## src/rtl/jtag_pkg.sv

```systemverilog
// Shared JTAG TAP types: IEEE 1149.1 state encodings, fixed opcodes and the
// instruction-to-data-register decode used by every TAP top.
package jtag_pkg;

    typedef int unsigned uint_t;

    localparam int unsigned SHIFT_CNT_W = 16;

    typedef enum logic [3:0] {
        TLR    = 4'hF, RTI    = 4'hC,
        SEL_DR = 4'h7, CAP_DR = 4'h6, SH_DR  = 4'h2, EX1_DR = 4'h1,
        PAU_DR = 4'h3, EX2_DR = 4'h0, UPD_DR = 4'h5,
        SEL_IR = 4'h4, CAP_IR = 4'hE, SH_IR  = 4'hA, EX1_IR = 4'h9,
        PAU_IR = 4'hB, EX2_IR = 4'h8, UPD_IR = 4'hD
    } tap_state_t;

    typedef enum logic [1:0] {DR_BYPASS, DR_IDCODE, DR_USER} dr_sel_t;

    function automatic uint_t idcode_op();
        return 32'd1;
    endfunction

    function automatic uint_t bypass_op(input uint_t ir_w);
        return (32'd1 << ir_w) - 32'd1;
    endfunction

    // IDCODE and BYPASS take precedence over an overlapping USER opcode window
    function automatic dr_sel_t dr_decode(input uint_t op, input uint_t ir_w,
                                          input uint_t base, input uint_t n_user);
        if (op == idcode_op())               return DR_IDCODE;
        if (op == bypass_op(ir_w))           return DR_BYPASS;
        if (op >= base && op < base + n_user) return DR_USER;
        return DR_BYPASS;
    endfunction

endpackage

```

## src/rtl/jtag_tap_multi_dr_if.sv

```systemverilog
// Pin- and core-side signal bundle of the multi-DR TAP. len_err exists only
// when JTAG_DR_LEN_CHECK_EN is defined.
interface jtag_tap_multi_dr_if #(
    parameter int unsigned IR_WIDTH      = 4,
    parameter int unsigned NUM_USER_DR   = 2,
    parameter int unsigned USER_DR_WIDTH = 16
);
    logic                                  tms;
    logic                                  tdi;
    logic                                  tdo;
    logic                                  tdo_en;
    logic [3:0]                            tap_state;
    logic [IR_WIDTH-1:0]                   instruction;
    logic [NUM_USER_DR*USER_DR_WIDTH-1:0]  user_capture_data;
    logic [NUM_USER_DR*USER_DR_WIDTH-1:0]  user_update_data;
    logic [NUM_USER_DR-1:0]                user_update_strobe;
`ifdef JTAG_DR_LEN_CHECK_EN
    logic                                  len_err;
`endif

    modport master (
        output tms, tdi, user_capture_data,
`ifdef JTAG_DR_LEN_CHECK_EN
        input  len_err,
`endif
        input  tdo, tdo_en, tap_state, instruction, user_update_data, user_update_strobe
    );

    modport slave (
        input  tms, tdi, user_capture_data,
`ifdef JTAG_DR_LEN_CHECK_EN
        output len_err,
`endif
        output tdo, tdo_en, tap_state, instruction, user_update_data, user_update_strobe
    );
endinterface

```

## src/rtl/jtag_tap_fsm.sv

```systemverilog
// IEEE 1149.1 16-state TAP controller with per-state capture/shift/update
// strobes; each strobe marks the tck edge on which that action takes effect.
module jtag_tap_fsm
    import jtag_pkg::*;
(
    input  logic       tck,
    input  logic       trst_n,
    input  logic       tms,
    output tap_state_t state,
    output logic       tlr,
    output logic       capture_dr,
    output logic       shift_dr,
    output logic       update_dr,
    output logic       capture_ir,
    output logic       shift_ir,
    output logic       update_ir
);
    tap_state_t state_q, state_d;

    always_ff @(posedge tck or negedge trst_n) begin
        if (!trst_n) state_q <= TLR;
        else         state_q <= state_d;
    end

    always_comb begin
        state_d = state_q;
        case (state_q)
            TLR:     state_d = tms ? TLR    : RTI;
            RTI:     state_d = tms ? SEL_DR : RTI;
            SEL_DR:  state_d = tms ? SEL_IR : CAP_DR;
            CAP_DR:  state_d = tms ? EX1_DR : SH_DR;
            SH_DR:   state_d = tms ? EX1_DR : SH_DR;
            EX1_DR:  state_d = tms ? UPD_DR : PAU_DR;
            PAU_DR:  state_d = tms ? EX2_DR : PAU_DR;
            EX2_DR:  state_d = tms ? UPD_DR : SH_DR;
            UPD_DR:  state_d = tms ? SEL_DR : RTI;
            SEL_IR:  state_d = tms ? TLR    : CAP_IR;
            CAP_IR:  state_d = tms ? EX1_IR : SH_IR;
            SH_IR:   state_d = tms ? EX1_IR : SH_IR;
            EX1_IR:  state_d = tms ? UPD_IR : PAU_IR;
            PAU_IR:  state_d = tms ? EX2_IR : PAU_IR;
            EX2_IR:  state_d = tms ? UPD_IR : SH_IR;
            UPD_IR:  state_d = tms ? SEL_DR : RTI;
            default: state_d = TLR;
        endcase
    end

    assign state      = state_q;
    assign tlr        = (state_q == TLR);
    assign capture_dr = (state_q == CAP_DR);
    assign shift_dr   = (state_q == SH_DR);
    assign update_dr  = (state_q == UPD_DR);
    assign capture_ir = (state_q == CAP_IR);
    assign shift_ir   = (state_q == SH_IR);
    assign update_ir  = (state_q == UPD_IR);
endmodule

```

## src/rtl/jtag_tap_multi_dr.sv

```systemverilog
// JTAG TAP with IDCODE, BYPASS and a bank of USERk DRs exposing parallel
// capture/update ports. Define JTAG_DR_LEN_CHECK_EN to reject wrong-length USER scans.
module jtag_tap_multi_dr
    import jtag_pkg::*;
#(
    parameter int unsigned IR_WIDTH         = 4,
    parameter int unsigned NUM_USER_DR      = 2,
    parameter int unsigned USER_DR_WIDTH    = 16,
    parameter logic [31:0] DEVICE_ID        = 32'h1234_5678,
    parameter int unsigned USER_BASE_OPCODE = 4
) (
    input  logic               tck,
    input  logic               trst_n,
    jtag_tap_multi_dr_if.slave bus
);
    localparam logic [IR_WIDTH-1:0] IDCODE = IR_WIDTH'(idcode_op());
    localparam int unsigned         UW     = USER_DR_WIDTH;

    tap_state_t state;
    logic tlr, capture_dr, shift_dr, update_dr, capture_ir, shift_ir, update_ir;

    jtag_tap_fsm u_fsm (
        .tck(tck), .trst_n(trst_n), .tms(bus.tms), .state(state), .tlr(tlr),
        .capture_dr(capture_dr), .shift_dr(shift_dr), .update_dr(update_dr),
        .capture_ir(capture_ir), .shift_ir(shift_ir), .update_ir(update_ir)
    );

    logic [IR_WIDTH-1:0]    ir_sr_q, ir_sr_d, instr_q, instr_d;
    logic [31:0]            id_sr_q, id_sr_d;
    logic                   byp_q, byp_d;
    logic [UW-1:0]          usr_sr_q, usr_sr_d, cap_val;
    logic [NUM_USER_DR-1:0] user_hit;
    logic                   upd_go, len_ok;
    dr_sel_t                dr_sel;

    assign dr_sel = dr_decode(uint_t'(instr_q), IR_WIDTH, USER_BASE_OPCODE, NUM_USER_DR);

    always_comb begin
        cap_val = '0;
        for (int k = 0; k < int'(NUM_USER_DR); k++)
            if (user_hit[k]) cap_val = bus.user_capture_data[k*UW +: UW];
    end

    // Every DR shifts in SH_DR; only the selected one is routed to tdo or updated.
    always_comb begin
        ir_sr_d  = ir_sr_q;
        instr_d  = instr_q;
        id_sr_d  = id_sr_q;
        byp_d    = byp_q;
        usr_sr_d = usr_sr_q;
        upd_go   = 1'b0;
        if (tlr) begin
            ir_sr_d = '0;
            instr_d = IDCODE;
            id_sr_d = DEVICE_ID;
            byp_d   = 1'b0;
        end else begin
            if (capture_ir) ir_sr_d = IR_WIDTH'(2'b01);
            if (shift_ir)   ir_sr_d = {bus.tdi, ir_sr_q[IR_WIDTH-1:1]};
            if (update_ir)  instr_d = ir_sr_q;
            if (capture_dr) begin
                id_sr_d  = DEVICE_ID;
                byp_d    = 1'b0;
                usr_sr_d = cap_val;
            end
            if (shift_dr) begin
                id_sr_d  = {bus.tdi, id_sr_q[31:1]};
                byp_d    = bus.tdi;
                usr_sr_d = {bus.tdi, usr_sr_q[UW-1:1]};
            end
            if (update_dr) upd_go = (dr_sel == DR_USER) && len_ok;
        end
    end

    always_ff @(posedge tck or negedge trst_n) begin
        if (!trst_n) begin
            ir_sr_q  <= '0;
            instr_q  <= IDCODE;
            id_sr_q  <= DEVICE_ID;
            byp_q    <= 1'b0;
            usr_sr_q <= '0;
        end else begin
            ir_sr_q  <= ir_sr_d;
            instr_q  <= instr_d;
            id_sr_q  <= id_sr_d;
            byp_q    <= byp_d;
            usr_sr_q <= usr_sr_d;
        end
    end

`ifdef JTAG_DR_LEN_CHECK_EN
    logic [SHIFT_CNT_W-1:0] cnt_q, cnt_d;
    logic                   len_err_q, len_err_d;

    assign len_ok = (cnt_q == SHIFT_CNT_W'(UW));

    always_comb begin
        cnt_d     = cnt_q;
        len_err_d = len_err_q;
        if (tlr) begin
            cnt_d     = '0;
            len_err_d = 1'b0;
        end else if (capture_dr) begin
            cnt_d = '0;
        end else if (shift_dr) begin
            if (cnt_q != '1) cnt_d = cnt_q + 1'b1;
        end else if (update_dr && dr_sel == DR_USER && !len_ok) begin
            len_err_d = 1'b1;
        end
    end

    always_ff @(posedge tck or negedge trst_n) begin
        if (!trst_n) begin
            cnt_q     <= '0;
            len_err_q <= 1'b0;
        end else begin
            cnt_q     <= cnt_d;
            len_err_q <= len_err_d;
        end
    end

    assign bus.len_err = len_err_q;
`else
    assign len_ok = 1'b1;
`endif

    logic [NUM_USER_DR-1:0][UW-1:0] upd_data;
    logic [NUM_USER_DR-1:0]         upd_stb;

    for (genvar k = 0; k < NUM_USER_DR; k++) begin : g_udr
        logic [UW-1:0] data_q, data_d;
        logic          stb_q, stb_d;

        assign user_hit[k] = (dr_sel == DR_USER) &&
                             (instr_q == IR_WIDTH'(USER_BASE_OPCODE + k));

        // Strobe self-clears on the next edge, giving a single-cycle pulse.
        always_comb begin
            data_d = data_q;
            stb_d  = 1'b0;
            if (upd_go && user_hit[k]) begin
                data_d = usr_sr_q;
                stb_d  = 1'b1;
            end
        end

        always_ff @(posedge tck or negedge trst_n) begin
            if (!trst_n) begin
                data_q <= '0;
                stb_q  <= 1'b0;
            end else begin
                data_q <= data_d;
                stb_q  <= stb_d;
            end
        end

        assign upd_data[k] = data_q;
        assign upd_stb[k]  = stb_q;
    end

    always_comb begin
        bus.tdo = 1'b0;
        if (shift_ir) begin
            bus.tdo = ir_sr_q[0];
        end else if (shift_dr) begin
            case (dr_sel)
                DR_IDCODE: bus.tdo = id_sr_q[0];
                DR_USER:   bus.tdo = usr_sr_q[0];
                default:   bus.tdo = byp_q;
            endcase
        end
    end

    assign bus.tdo_en             = shift_dr | shift_ir;
    assign bus.tap_state          = state;
    assign bus.instruction        = instr_q;
    assign bus.user_update_data   = upd_data;
    assign bus.user_update_strobe = upd_stb;
endmodule

```

## src/flat_wrapper.sv

```systemverilog
// flat-port wrapper written by rule: the top's interface ports become plain ports
module jtag_tap_multi_dr_flat import jtag_pkg::*;
#(
    parameter int unsigned IR_WIDTH         = 4,
    parameter int unsigned NUM_USER_DR      = 2,
    parameter int unsigned USER_DR_WIDTH    = 16,
    parameter logic [31:0] DEVICE_ID        = 32'h1234_5678,
    parameter int unsigned USER_BASE_OPCODE = 4
)
  (tck, trst_n, bus_tms, bus_tdi, bus_user_capture_data, bus_tdo, bus_tdo_en, bus_tap_state, bus_instruction, bus_user_update_data, bus_user_update_strobe);
  jtag_tap_multi_dr_if #(.IR_WIDTH(IR_WIDTH), .NUM_USER_DR(NUM_USER_DR), .USER_DR_WIDTH(USER_DR_WIDTH)) bus_i ();
  input  logic tck;
  input  logic trst_n;
  input wire logic [$bits(bus_i.tms)-1:0] bus_tms;
  input wire logic [$bits(bus_i.tdi)-1:0] bus_tdi;
  input wire logic [$bits(bus_i.user_capture_data)-1:0] bus_user_capture_data;
  output wire logic [$bits(bus_i.tdo)-1:0] bus_tdo;
  output wire logic [$bits(bus_i.tdo_en)-1:0] bus_tdo_en;
  output wire logic [$bits(bus_i.tap_state)-1:0] bus_tap_state;
  output wire logic [$bits(bus_i.instruction)-1:0] bus_instruction;
  output wire logic [$bits(bus_i.user_update_data)-1:0] bus_user_update_data;
  output wire logic [$bits(bus_i.user_update_strobe)-1:0] bus_user_update_strobe;
  assign bus_i.tms = bus_tms;
  assign bus_i.tdi = bus_tdi;
  assign bus_i.user_capture_data = bus_user_capture_data;
  assign bus_tdo = bus_i.tdo;
  assign bus_tdo_en = bus_i.tdo_en;
  assign bus_tap_state = bus_i.tap_state;
  assign bus_instruction = bus_i.instruction;
  assign bus_user_update_data = bus_i.user_update_data;
  assign bus_user_update_strobe = bus_i.user_update_strobe;
  jtag_tap_multi_dr #(.IR_WIDTH(IR_WIDTH), .NUM_USER_DR(NUM_USER_DR), .USER_DR_WIDTH(USER_DR_WIDTH), .DEVICE_ID(DEVICE_ID), .USER_BASE_OPCODE(USER_BASE_OPCODE)) u_core (.tck(tck), .trst_n(trst_n), .bus(bus_i));
endmodule
```

## config.mk

```make
export PLATFORM = sky130hd
export DESIGN_NAME = jtag_tap_multi_dr_flat
export DESIGN_NICKNAME = d
export VERILOG_FILES = /design/src/rtl/jtag_pkg.sv /design/src/rtl/jtag_tap_multi_dr_if.sv /design/src/rtl/jtag_tap_fsm.sv /design/src/rtl/jtag_tap_multi_dr.sv /design/src/flat_wrapper.sv
export SDC_FILE = /design/constraint.sdc
export NUM_CORES = 1
export LEC_CHECK = 0
export CAP_MARGIN = 30
export CORE_MARGIN = 5
export CORE_UTILIZATION = 45
export DETAILED_ROUTE_END_ITERATION = 8
export PLACE_DENSITY_LB_ADDON = 0.05
export SETUP_SLACK_MARGIN = 0.15
export SYNTH_ARGS = -nofsm -noshare
export SYNTH_HDL_FRONTEND = slang
export SYNTH_HIERARCHICAL = 1
export SYNTH_SLANG_ARGS = --single-unit
```

## constraint.sdc

```tcl
create_clock -name tck -period 4.7 [get_ports tck]
set_input_delay 0.94 -clock tck [delete_from_list [all_inputs] [get_ports tck]]
set_output_delay 0.94 -clock tck [all_outputs]
set_load 0.1 [all_outputs]
```

==> results of run 1 <==
-- logic make-up (layout without fill, tap and decap cells) --
group / count (synthesis) / in the layout / synth area share (%)
AO/OA/AOI/OAI: 96 / 96 / 17.67
flip-flops: 94 / 94 / 60.31
AND/OR/NAND/NOR: 41 / 41 / 6.768
multiplexers: 36 / 36 / 11.06
buffers and inverters: 28 / 108 / 4.195
-- metal layers --
metal	wire, um	part of all wire (%)	global-route usage (%)
met3	409	4.8	4.540
met2	3855	45	24.36
met1	4112	48	22.00
met5	0	0	0
met4	151	1.8	5.998
-- synth_stat cells, types with 6 or more instances --
cell and instances:
a21oi_1 18, a22o_1 20, a22oi_1 17, buf_2 6
dfrtp_1 76, dfstp_2 18, inv_1 7, mux2_2 24
mux2_4 9, nor2_1 12, o22a_1 13, o22ai_1 16
-- registers in the layout, indices dropped and copies added (netlist names) --
name,cells
u_core/g_udr.data_q,32
u_core/id_sr_q,32
u_core/usr_sr_q,16
u_core/bus.instruction,4
u_core/ir_sr_q,4
u_core/u_fsm/state,4
u_core/g_udr.stb_q,2
-- where the power goes --
group | switching [uW] | internal, uW
Combinational | 973 | 479
Sequential | 229 | 1120
Clock | 296 | 215
-- worst register-to-register path: cells and delay by family (launching register included) --
family                 cells  cell delay, ns
and+or+nand+nor            3            1.60
DFF                        1            0.60
buffers and inverters      1            0.31
AOI/OAI and AO/OA          2            0.24
-- through the flow --
step | cell area [um^2] | worst slack [ns] | hold WS [ns] | utilization (%)
after global routing | 5000 | 0.7524 | 0.5121 | 57.90
after floorplan | 3944 | 0.1652 | 0.4621 | -
final | 5000 | 0.9210 | 0.4972 | 57.90
after detailed placement | 4812 | 1.326 | 0.4786 | 55.72
after global placement | 4738 | 1.444 | 0.4751 | 54.87
after CTS | 5000 | 0.9310 | 0.5010 | 57.90
-- cells in the final DEF, fill, tap and decap left out, types with 3 or more instances in the layout --
master | netlist | layout
a22o_1 | 20 | 20
mux2_2 | 24 | 24
clkdlybuf4s50_1 | 0 | 76
nor2b_1 | 4 | 4
inv_1 | 7 | 7
mux2i_1 | 3 | 3
nor2_1 | 12 | 12
o22ai_1 | 16 | 16
clkbuf_8 | 0 | 10
a21oi_1 | 18 | 18
nand2_1 | 4 | 4
nor3_1 | 5 | 5
buf_4 | 3 | 6
dfstp_2 | 18 | 18
dfrtp_1 | 76 | 76
inv_6 | 0 | 3
a22oi_1 | 17 | 17
o21ai_0 | 3 | 3
mux2_4 | 9 | 9
o22a_1 | 13 | 13
-- worst paths after layout --
kind	startpoint	endpoint	slack, ns	cells past startpoint
max in group asynchronous	trst_n	u_core/usr_sr_q[9]	3.15	2
min in group asynchronous	trst_n	u_core/g_udr[0].stb_q	0.65	1
hold / removal	u_core/id_sr_q[2]	u_core/id_sr_q[1]	0.50	1
setup reg to reg	u_core/u_fsm/state[1]	u_core/usr_sr_q[10]	1.84	6
hold reg to reg	u_core/id_sr_q[2]	u_core/id_sr_q[1]	0.50	1
setup / recovery	u_core/u_fsm/state[1]	bus_tdo	0.92	6
-- cell type report --
class	instances	area, um^2
fillers	743	3636
clock inverters	6	50.05
inverters	7	26.28
multi-input cells	173	1404
clock buffers	10	137.6
well taps	108	135.1
repair buffers	85	872.1
flip-flops and latches	94	2375
==> flow_results.org, run 1 <==
** Global route
- Global routing finished with a remaining overflow of 0.
- The first global-routing pass estimated 14,110 um of wire.
- Maximum number of pins on one net before global-route repair :: 67
- Vias in the first global route :: 2,696
- Gr usage total :: 16.08%
- The initial antenna violation count came to 0.

** Layout
- Count of inserted antenna diode cells :: 0
- For this run, the number of standard cells in the final layout without fillers is 483.
- For this run, the post-layout net count is 406.
- Area added between synthesis and finish :: 26.98%
- Share of layout cells above drive strength 1 :: 23.20%

** Logic synthesis
- After technology mapping, the gate count stands at 295.
- Mean instance size in the synthesized netlist :: 13.35 um^2
- Count of warnings emitted by yosys :: 6
- Syn nets :: 331
- Of all flip-flops after synthesis, the portion carrying an async set or reset was 100.0%.
- Yosys top cell by area :: dfrtp_1
- Share of synthesized area occupied by flip-flops and latches :: 60.31%
- Synth Cell Area :: 3938 um^2
- The number of different library cells used by synthesis comes to 43.
- Ranked by total cell area, the synthesized netlist is headed by dfrtp_1 48%, dfstp_2 12%, mux2_2 6.9%.
- For this run, the leading register cell type out of synthesis is dfrtp_1.
- The synthesized design contains 0 enable-type register cells.
- Portion of synthesized cell area occupied by the leading cell type :: 48.30%
- Post-synthesis sequential element count :: 94

** Status
- Result of the run :: finished, final reports clean

** Floorplanning
- Starting density of the core :: 45.60%
- IO Count :: 80
- The die is 103.5 um wide.
- The floorplan has 34 rows.
- Chip height :: 103.5 um
- Die area :: 10,720 um^2
- The core region is 8636 um^2.

** Pwr
- P per Cell Area :: 662.2 nW/um^2
- The worst-case IR drop observed on VDD is 0.3891 mV.
- The design draws 3311 uW.
- Leak pwr :: 0.002171 uW

** Timing
- For the pin with the worst max-slew slack, the measured transition is 1.014 ns.
- Setup violations remaining at the end of the flow were counted as 0.
- Fin crit period :: 3.779 ns
- RSZ-0062 raised after global routing :: false
- The clock arrives with 0.01153 ns of skew.
- The number of pins exceeding their max-slew limit in the final report was 0.
- Fmax :: 264.6 MHz
- Measured against its own limit, the worst slew margin works out to 32.17%.
- Period Utilization, post-route :: 80.40%
- Setup total negative slack on the finished layout was measured at 0 ns.
- Number of failing hold endpoints at the final stage :: 0

** Worst setup path
- Data on the critical path arrives at its endpoint at 2.84 ns.
- Critical path capture point type :: output port
- In this run the worst path has a maximum fanout of 9.
- Walking the worst path, the cells encountered are or2b_2 > nor3_1 > or2_2 > o21ai_0 > a31oi_2 > buf_4.
- The worst setup path is launched from a register.
- Cell family with most CP delay :: simple AND/OR/NAND/NOR gates
- Delay of the slowest cell on the worst path :: 0.72 ns
- The number of buffers and inverters on the critical path is 1.
- The worst setup path is of the register to output port kind.
- For this design, the slowest cell found on the critical path is nor3_1.
- At the worst endpoint, the required time is 3.76 ns.

** Route
- Drc violations :: 0
- DR vias/cell :: 5.513
- Number of vias in the routed layout :: 2,663
- For this block, the initial DRC count from the detailed router was 73.
- Dividing the detail-routed wire length by the instance count gives 17.66 um.
- Number of search-and-repair iterations in the first detailed-routing pass :: 4
- Wires add up to 8528 um.
- Antenna-violating nets left :: 0

** Min path
- In this run the worst hold path is classified as register to register.

** Clocking
- Sink count of the clock tree :: 94
- After clock tree synthesis, the setup repair step added 0 buffers.
- Cell chosen for the clock root :: clkbuf_8
- Count of H-tree levels built during CTS :: 3
- Hold buffers post-CTS :: 0
- Cts repair resizes :: 0
- TritonCTS built the clock tree.
- No sink is reached through more buffers than the 2 on the longest clock path.
- Clock latency on the worst-skew pair, taken at its later pin, is 0.36 ns.
- Clock-pin slew was measured on the worst setup and hold paths at 0.09 ns.
- CTS Buf Count :: 9

** Place
- IO Port Bufs :: 79
- DPL Wire Length :: 5786 um
- Weighted congestion at the end of routability-driven global placement :: 0.7758
- In this run, placement finished with an instance count of 467.

** Flow run
- Max-cap violation count :: 0
Note: power is estimated with default switching activity, not from simulation.
==> inputs of run 2 (changes only) <==
clock period = 3.8 ns   (was 4.7 ns; I/O delays follow)
==> run 2 against run 1 <==
Net effect: total power rose by 23%; clock power rose by 22%; largest cell class unchanged; critical path depth did not move; register-to-register slack got worse by 0.48 ns; via count rose by 0.98%; largest power group unchanged; sequential share of layout area barely moved; setup slack got worse by 0.41 ns; sequential cell count did not move; cell area barely moved.
==> flow_results.org, run 2 (synthesis results as in run 1) <==
** Route
- The total number of vias was 2,689 (+0.98%).
- Drc violations :: 0 (unchanged)
- Starting DRC count in detailed routing :: 77 (+5.5%)
- Wire length reported by the detailed router :: 8372 um (-1.8%)
- Average detailed-routed wire length per instance :: 17.26 um (-2.2%)
- The count of antenna-violating nets left after detailed routing is 0 (unchanged).
- The length of the first detailed-routing pass in iterations was 4 (unchanged).
- DR vias/cell :: 5.544 (+0.56%)

** Pwr
- Switching Fraction :: 44.98% (-0.26 points)
- Comb pwr share :: 44.0% (about the same)
- The relative contribution of sequential cells to total power came to 40.7% (about the same).
- The switching component of the power was 1833 uW (+22%).
- The internal power summed over all cells came to 2242 uW (+24%).
- The cell area power density came to 815.5 nW/um^2 (+23%).
- The maximum resistive drop on vdd was 0.6595 mV (+70%).
- The static power due to leakage came to 0.002168 uW (-0.11%).
- The total design power came to 4076 uW (+23%).
- The fraction of power consumed by the clock network was 15.3% (about the same).

** Timing
- The final-report hold violation count was 0 (unchanged).
- The final-report setup violation count came to 0 (unchanged).
- Worst slew margin relative to its limit :: 30.67% (-1.5 points)
- Setup repair after global routing left no endpoint under its margin.
- The pin slew with the least headroom to its limit came to 1.036 ns (+0.02133 ns).
- Clk_skew :: 0.009412 ns (-0.002120 ns)
- Fmax :: 304.4 MHz
- Period Utilization, post-route :: 86.45%
- The number of pins exceeding their max-slew limit in the final report is 0 (unchanged).
- Final sum of negative setup slack :: 0 ns (unchanged)
- Fin crit period :: 3.285 ns

** Clocking
- Cts repair resizes :: 0 (unchanged)
- Largest buffer count on any clock path :: 2 (unchanged)
- Sink count of the clock tree :: 94 (unchanged)
- The clock-pin slew on the worst setup and hold paths was 0.10 ns (about the same).
- Insertion delay to the later sink of the worst-skew pair :: 0.35 ns (about the same)
- The post-CTS setup buffer count came to 0 (unchanged).
- TritonCTS built the clock tree.
- The total CTS buffers was 9 (unchanged).
- Cell chosen for the clock root :: clkbuf_8
- Count of H-tree levels built during CTS :: 3 (unchanged)
- The cts-stage hold buffer count is 0 (unchanged).

** Floorplanning
- The die width was 103.5 um (unchanged).
- The area of the core region came to 8636 um^2 (unchanged).
- The starting utilization of the core area came to 45.60% (unchanged).
- The floorplan die height was 103.5 um (unchanged).
- IO Count :: 80 (unchanged)
- The die outline area was 10,720 um^2 (unchanged).
- The number of rows in the core area is 34 (unchanged).

** Worst setup path
- Type of the worst setup path :: register to output port
- The critical path arrival came to 2.53 ns (-0.31 ns).
- Among all stages on the critical path, the largest delay is contributed by dfstp_2.
- The critical path goes through or2b_2 > nor3_2 > or2_4 > o21ai_0 > a31oi_4 > buf_12.
- Required time at the endpoint of the critical path :: 3.04 ns (-0.72 ns)
- The worst-path maximum fanout is 9 (unchanged).
- Cell family with most CP delay :: simple AND/OR/NAND/NOR gates
- The total buffers and inverters traversed by the critical path came to 1 (unchanged).
- The delay contributed by the slowest stage of the critical path was 0.61 ns (-0.11 ns).
- Critical path capture point type :: output port
- STA classifies the critical path startpoint as a register.

** Layout
- The total of fill cells in the finished design came to 756 (+1.7%).
- Final Net Count :: 408 (+0.49%)
- Commonest cells after routing, fill and taps aside :: 76 x dfrtp_1, 75 x clkdlybuf4s50_1, 24 x mux2_2, 20 x a22o_1
- Commonest non-fill, non-tap cell in the layout :: dfrtp_1
- Registers with the most flip-flops :: u_core/g_udr.data_q (32), u_core/id_sr_q (32), u_core/usr_sr_q (16)
- Count of inserted antenna diode cells :: 0 (unchanged)
- Core Util, Final :: 57.87% (about the same)
- The area added between synthesis and finish was 26.91% (about the same).
- Total area of multi-input combinational cells :: 1420 um^2 (+1.2%)
- Share of layout cells above drive strength 1 :: 24.14% (+0.94 points)
- The area taken by flip-flops and latches was 2375 um^2 (unchanged).

** Global route
- The initial antenna violation count was 0 (unchanged).
- Total global routing overflow :: 0 (unchanged)
- The pin count of the biggest net entering global routing was 57 (-15%).
- Gr usage total :: 15.91% (-0.17 points)
- The global-route wire length before repair came to 13,940 um (-1.2%).
- The via count of the first global-routing pass is 2,689 (-0.26%).

** Flow run
- Max-cap violation count :: 0 (unchanged)

** Place
- The number of port buffers was 79 (unchanged).
- The final weighted congestion in routability-driven placement came to 0.7320 (-5.6%).
- DPL Wire Length :: 5651 um (-2.3%)

** Status
- The run finished with clean final reports.

** Min path
- In this run the worst hold path is classified as input pin to async pin.
==> run 2: changes by cell type in the layout (fill, tap and decap cells not counted), sizes merged <==
| cell | before | now |
|---|---|---|
| buf | 9 | 12 |
| clkdlybuf4s50 | 76 | 75 |
==> run 2: worst paths after layout <==
path	from	endpoint	slack (ns)	cells after the start
max in group asynchronous	trst_n	u_core/id_sr_q[6]	2.55	2
min reg2reg	u_core/id_sr_q[26]	u_core/id_sr_q[25]	0.50	1
min in group tck	u_core/id_sr_q[26]	u_core/id_sr_q[25]	0.50	1
max reg2reg	u_core/u_fsm/state[1]	u_core/usr_sr_q[14]	1.36	6
min	trst_n	u_core/g_udr[0].data_q[4]	0.44	1
max	u_core/u_fsm/state[1]	bus_tdo	0.51	6
==> run 2: layout make-up <==
class | count | area share, %
Inverter | 7 | 0.5258
Timing Repair Buffer | 87 | 17.08
Multi-Input combinational cell | 173 | 28.42
Clock inverter | 6 | 1.002
Tap cell | 108 | 2.704
Sequential cell | 94 | 47.52
Clock buffer | 10 | 2.754
==> run 2: power groups by stage <==
| stage | logic [uW] | clock network (uW) | registers [uW] |
|---|---|---|---|
| after floorplan | 742 | 0 | 2290 |
| after global placement | 1790 | 0 | 1670 |
| after detailed placement | 1810 | 0 | 1680 |
| after CTS | 1810 | 652 | 1660 |
| after global routing | 1900 | 702 | 1710 |
| final | 1790 | 623 | 1660 |
==> run 2: per-layer routing <==
metal  GRT usage [%]  wire [um]  vias to the layer above
met5               0          0                        -
met4           5.904         80                        0
met3           4.167        444                        6
met2           23.91       3858                       67
met1           22.19       3988                     1353
li1                -          -                     1263
==> run 2: per-stage QoR <==
step	cells	instance area (um^2)	hold slack [ns]	setup WS [ns]
6_report	485	4997	0.4438	0.5148
5_1_grt	485	4997	0.4823	0.3661
4_1_cts	485	4997	0.4528	0.4898
3_5_place_dp	469	4810	0.4766	0.9164
3_3_place_gp	469	4810	0.4729	0.9745
2_1_floorplan	295	3960	0.4621	0.1636
==> inputs of run 3 (changes only) <==
CORE_MARGIN = 4   (was 5)
==> run 3 against run 2 <==
Net effect: setup slack better by 0.036 ns; core utilization up 1.7 points; critical path type unchanged; total power up 0.27%; clock skew up 0.0052 ns; sequential power about the same; largest power group unchanged; hold slack worse by 0.0031 ns; sequential cell count unchanged; routed wire length up 1.2%; register-to-register slack about the same; cell area down 0.10%; count of clock-buffer cells in the layout up 1.
==> flow_results.org, run 3 (synthesis results as in run 1) <==
** Worst setup path
- Sort of element at the start of the critical path :: register
- Required time at the endpoint of the critical path :: 3.04 ns (about the same)
- The worst setup path is captured at an output port.
- Reg2reg start :: u_core/u_fsm/state[1]
- The reg-to-reg setup timing slack came to 1.36 ns (about the same).
- The worst-path maximum fanout was 9 (unchanged).
- The depth of the most critical reg-to-reg path came to 6 (unchanged).
- Crit Reg-Reg Endpoint :: u_core/usr_sr_q[13]
- Type of the worst setup path :: register to output port
- Arrival time at the worst endpoint :: 2.49 ns (-0.04 ns)

** Timing
- Period Utilization, post-route :: 85.52% (-0.94 points)
- The post-route setup TNS was 0 ns (unchanged).
- Hold slack final :: 0.4406 ns (-0.003107 ns)
- The pin slew with the least headroom to its limit came to 1.022 ns (-0.01355 ns).
- RSZ-0062 raised after global routing :: false
- Number of failing hold endpoints at the final stage :: 0 (unchanged)
- The time the worst path needs with I/O delays and setup came to 3.250 ns (-0.03560 ns).
- Worst slew margin relative to its limit :: 31.65% (+0.98 points)
- The fmax came to 307.7 MHz (+1.1%).
- The number of pins exceeding their max-slew limit in the final report came to 0 (unchanged).
- The final-report setup violation count is 0 (unchanged).
- The worst clock skew on the final layout was 0.01458 ns (+0.005164 ns).

** Route
- Wire length reported by the detailed router :: 8476 um (+1.2%)
- Number of vias in the routed layout :: 2,728 (+1.5%)
- After detailed routing, no signal wire sits above met4.
- The first-iteration detailed-routing DRC count came to 121 (+57%).
- The length of the first detailed-routing pass in iterations is 5 (+1).
- Antenna-violating nets left :: 0 (unchanged)
- The amount of wire on met2 after detailed routing came to 3892 um (+0.88%).
- DR vias/cell :: 5.660 (+2.1%)
- The length of routed wiring on met1 is 3955 um (-0.83%).
- The met3 layer wire length in the routed design is 570 um (+28%).
- The average routed wire per standard cell is 17.59 um (+1.9%).
- Drc violations :: 0 (unchanged)

** Floorplanning
- Chip height :: 101.5 um (-1.9%)
- Core area :: 8382 um^2 (-2.9%)
- The number of rows in the core area was 33 (-2.9%).
- Starting density of the core :: 46.98% (+1.4 points)
- IO Count :: 80 (unchanged)
- Overall die width :: 101.5 um (-1.9%)
- The die outline area is 10,310 um^2 (-3.8%).

** Layout
- From synthesis to final layout, the design area changed by 26.79%.
- The fraction of layout cells with a size suffix above 1 is 23.61% (-0.53 points).
- The number of antenna repair diodes was 0 (unchanged).
- In the final layout, the registers with the most flip-flops are u_core/g_udr.data_q (32), u_core/id_sr_q (32), u_core/usr_sr_q (16).
- Commonest cells after routing, fill and taps aside :: 76 x clkdlybuf4s50_1, 76 x dfrtp_1, 24 x mux2_2, 20 x a22o_1
- Final cell count without fillers :: 482 (-0.62%)
- The number of nets in the layout is 408 (unchanged).

** Clocking
- The post-cts gate resize count is 0 (unchanged).
- TritonCTS built the clock tree.
- Sink count of the clock tree :: 94 (unchanged)
- The source-to-sink clock delay at the later pin of the worst-skew pair is 0.36 ns (about the same).
- Count of H-tree levels built during CTS :: 3 (unchanged)
- The buffer depth of the longest clock path is 2 (unchanged).
- The cell sitting at the root of the clock tree is a clkbuf_8.
- The total CTS buffers was 9 (unchanged).
- The post-CTS setup buffer count was 0 (unchanged).
- Clock slew at reported path FFs :: 0.09 ns (about the same)
- Hold buffers post-CTS :: 0 (unchanged)

** Flow run
- Max-cap violation count :: 0 (unchanged)

** Min path
- In this run the worst hold path is classified as input pin to async pin.

** Global route
- The initial antenna violation count came to 0 (unchanged).
- The all-layer global routing usage is 17.21% (+1.3 points).
- Total global routing overflow :: 0 (unchanged)
- The global-route wire length before repair was 13,830 um (-0.79%).
- The pin count of the biggest net entering global routing was 56 (-1.8%).
- Vias in the first global route :: 2,667 (-0.82%)

** Place
- Cell Count Post-Placement :: 466 (-0.64%)
- Weighted congestion at the end of routability-driven global placement :: 0.8026 (+9.6%)
- IO Port Bufs :: 79 (unchanged)
- The estimated wirelength of the detail-placed design was 5754 um (+1.8%).

** Pwr
- Maximum ir drop on the vdd rail :: 0.6729 mV (+2.0%)
- The cell area power density came to 818.6 nW/um^2 (+0.37%).
- The static power due to leakage was 0.002162 uW (-0.28%).

** Status
- Result of the run :: finished, final reports clean
[run 3: changes by cell type in the layout (fill, tap and decap cells not counted)]
cell             delta
buf_4               -1
inv_8               -1
clkinv_2            -1
clkbuf_1            +1
clkdlybuf4s50_1     +1
inv_6               -2
clkinv_4            +3
[run 3: worst max-delay path by stage]
stage / start / endpoint / slack, ns / cells after the start
2_1_floorplan: u_core/u_fsm/state[1] / bus_tdo / 0.16 / 6
3_5_place_dp: u_core/u_fsm/state[1] / bus_tdo / 0.92 / 6
6_report: u_core/u_fsm/state[1] / bus_tdo / 0.55 / 6
4_1_cts: u_core/u_fsm/state[1] / bus_tdo / 0.52 / 6
3_3_place_gp: u_core/u_fsm/state[1] / bus_tdo / 0.98 / 6
5_1_grt: u_core/u_fsm/state[1] / bus_tdo / 0.41 / 6
[run 3: power breakdown]
part / switching [uW] / internal [uW]
clock: 354 / 262
sequential: 283 / 1380
combinational: 1210 / 595
[run 3: per-layer routing]
metal,global-route usage (%),up-vias
met5,0,-
met2,26.56,70
met3,5.028,6
met1,23.92,1388
li1,-,1264
met4,4.601,0
[run 3: final cells by class]
cell class,count,area [um^2]
multi-input combinational,173,1420
sequential,94,2375
clock inverter,5,42.54
inverter,7,26.28
tap,105,131.4
clock buffer,11,141.4
timing repair buffer,87,855.8
fill,727,3390
[run 3: stage by stage]
| step | total power, uW | setup WS, ns | util [%] | area, um^2 |
|---|---|---|---|---|
| after CTS | 4117 | 0.5177 | 59.56 | 4992 |
| after global routing | 4314 | 0.4087 | 59.56 | 4992 |
| after floorplan | 3033 | 0.1636 | - | 3960 |
| final | 4087 | 0.5504 | 59.56 | 4992 |
| after global placement | 3455 | 0.9784 | 57.37 | 4808 |
| after detailed placement | 3488 | 0.9187 | 57.37 | 4808 |
[run 3: critical path: stages (launching register included)]
cell and delay [ns]:
dfstp_2 0.60, or2b_2 0.36, nor3_2 0.43, or2_4 0.22, o21ai_0 0.13, a31oi_4 0.20, buf_12 0.19
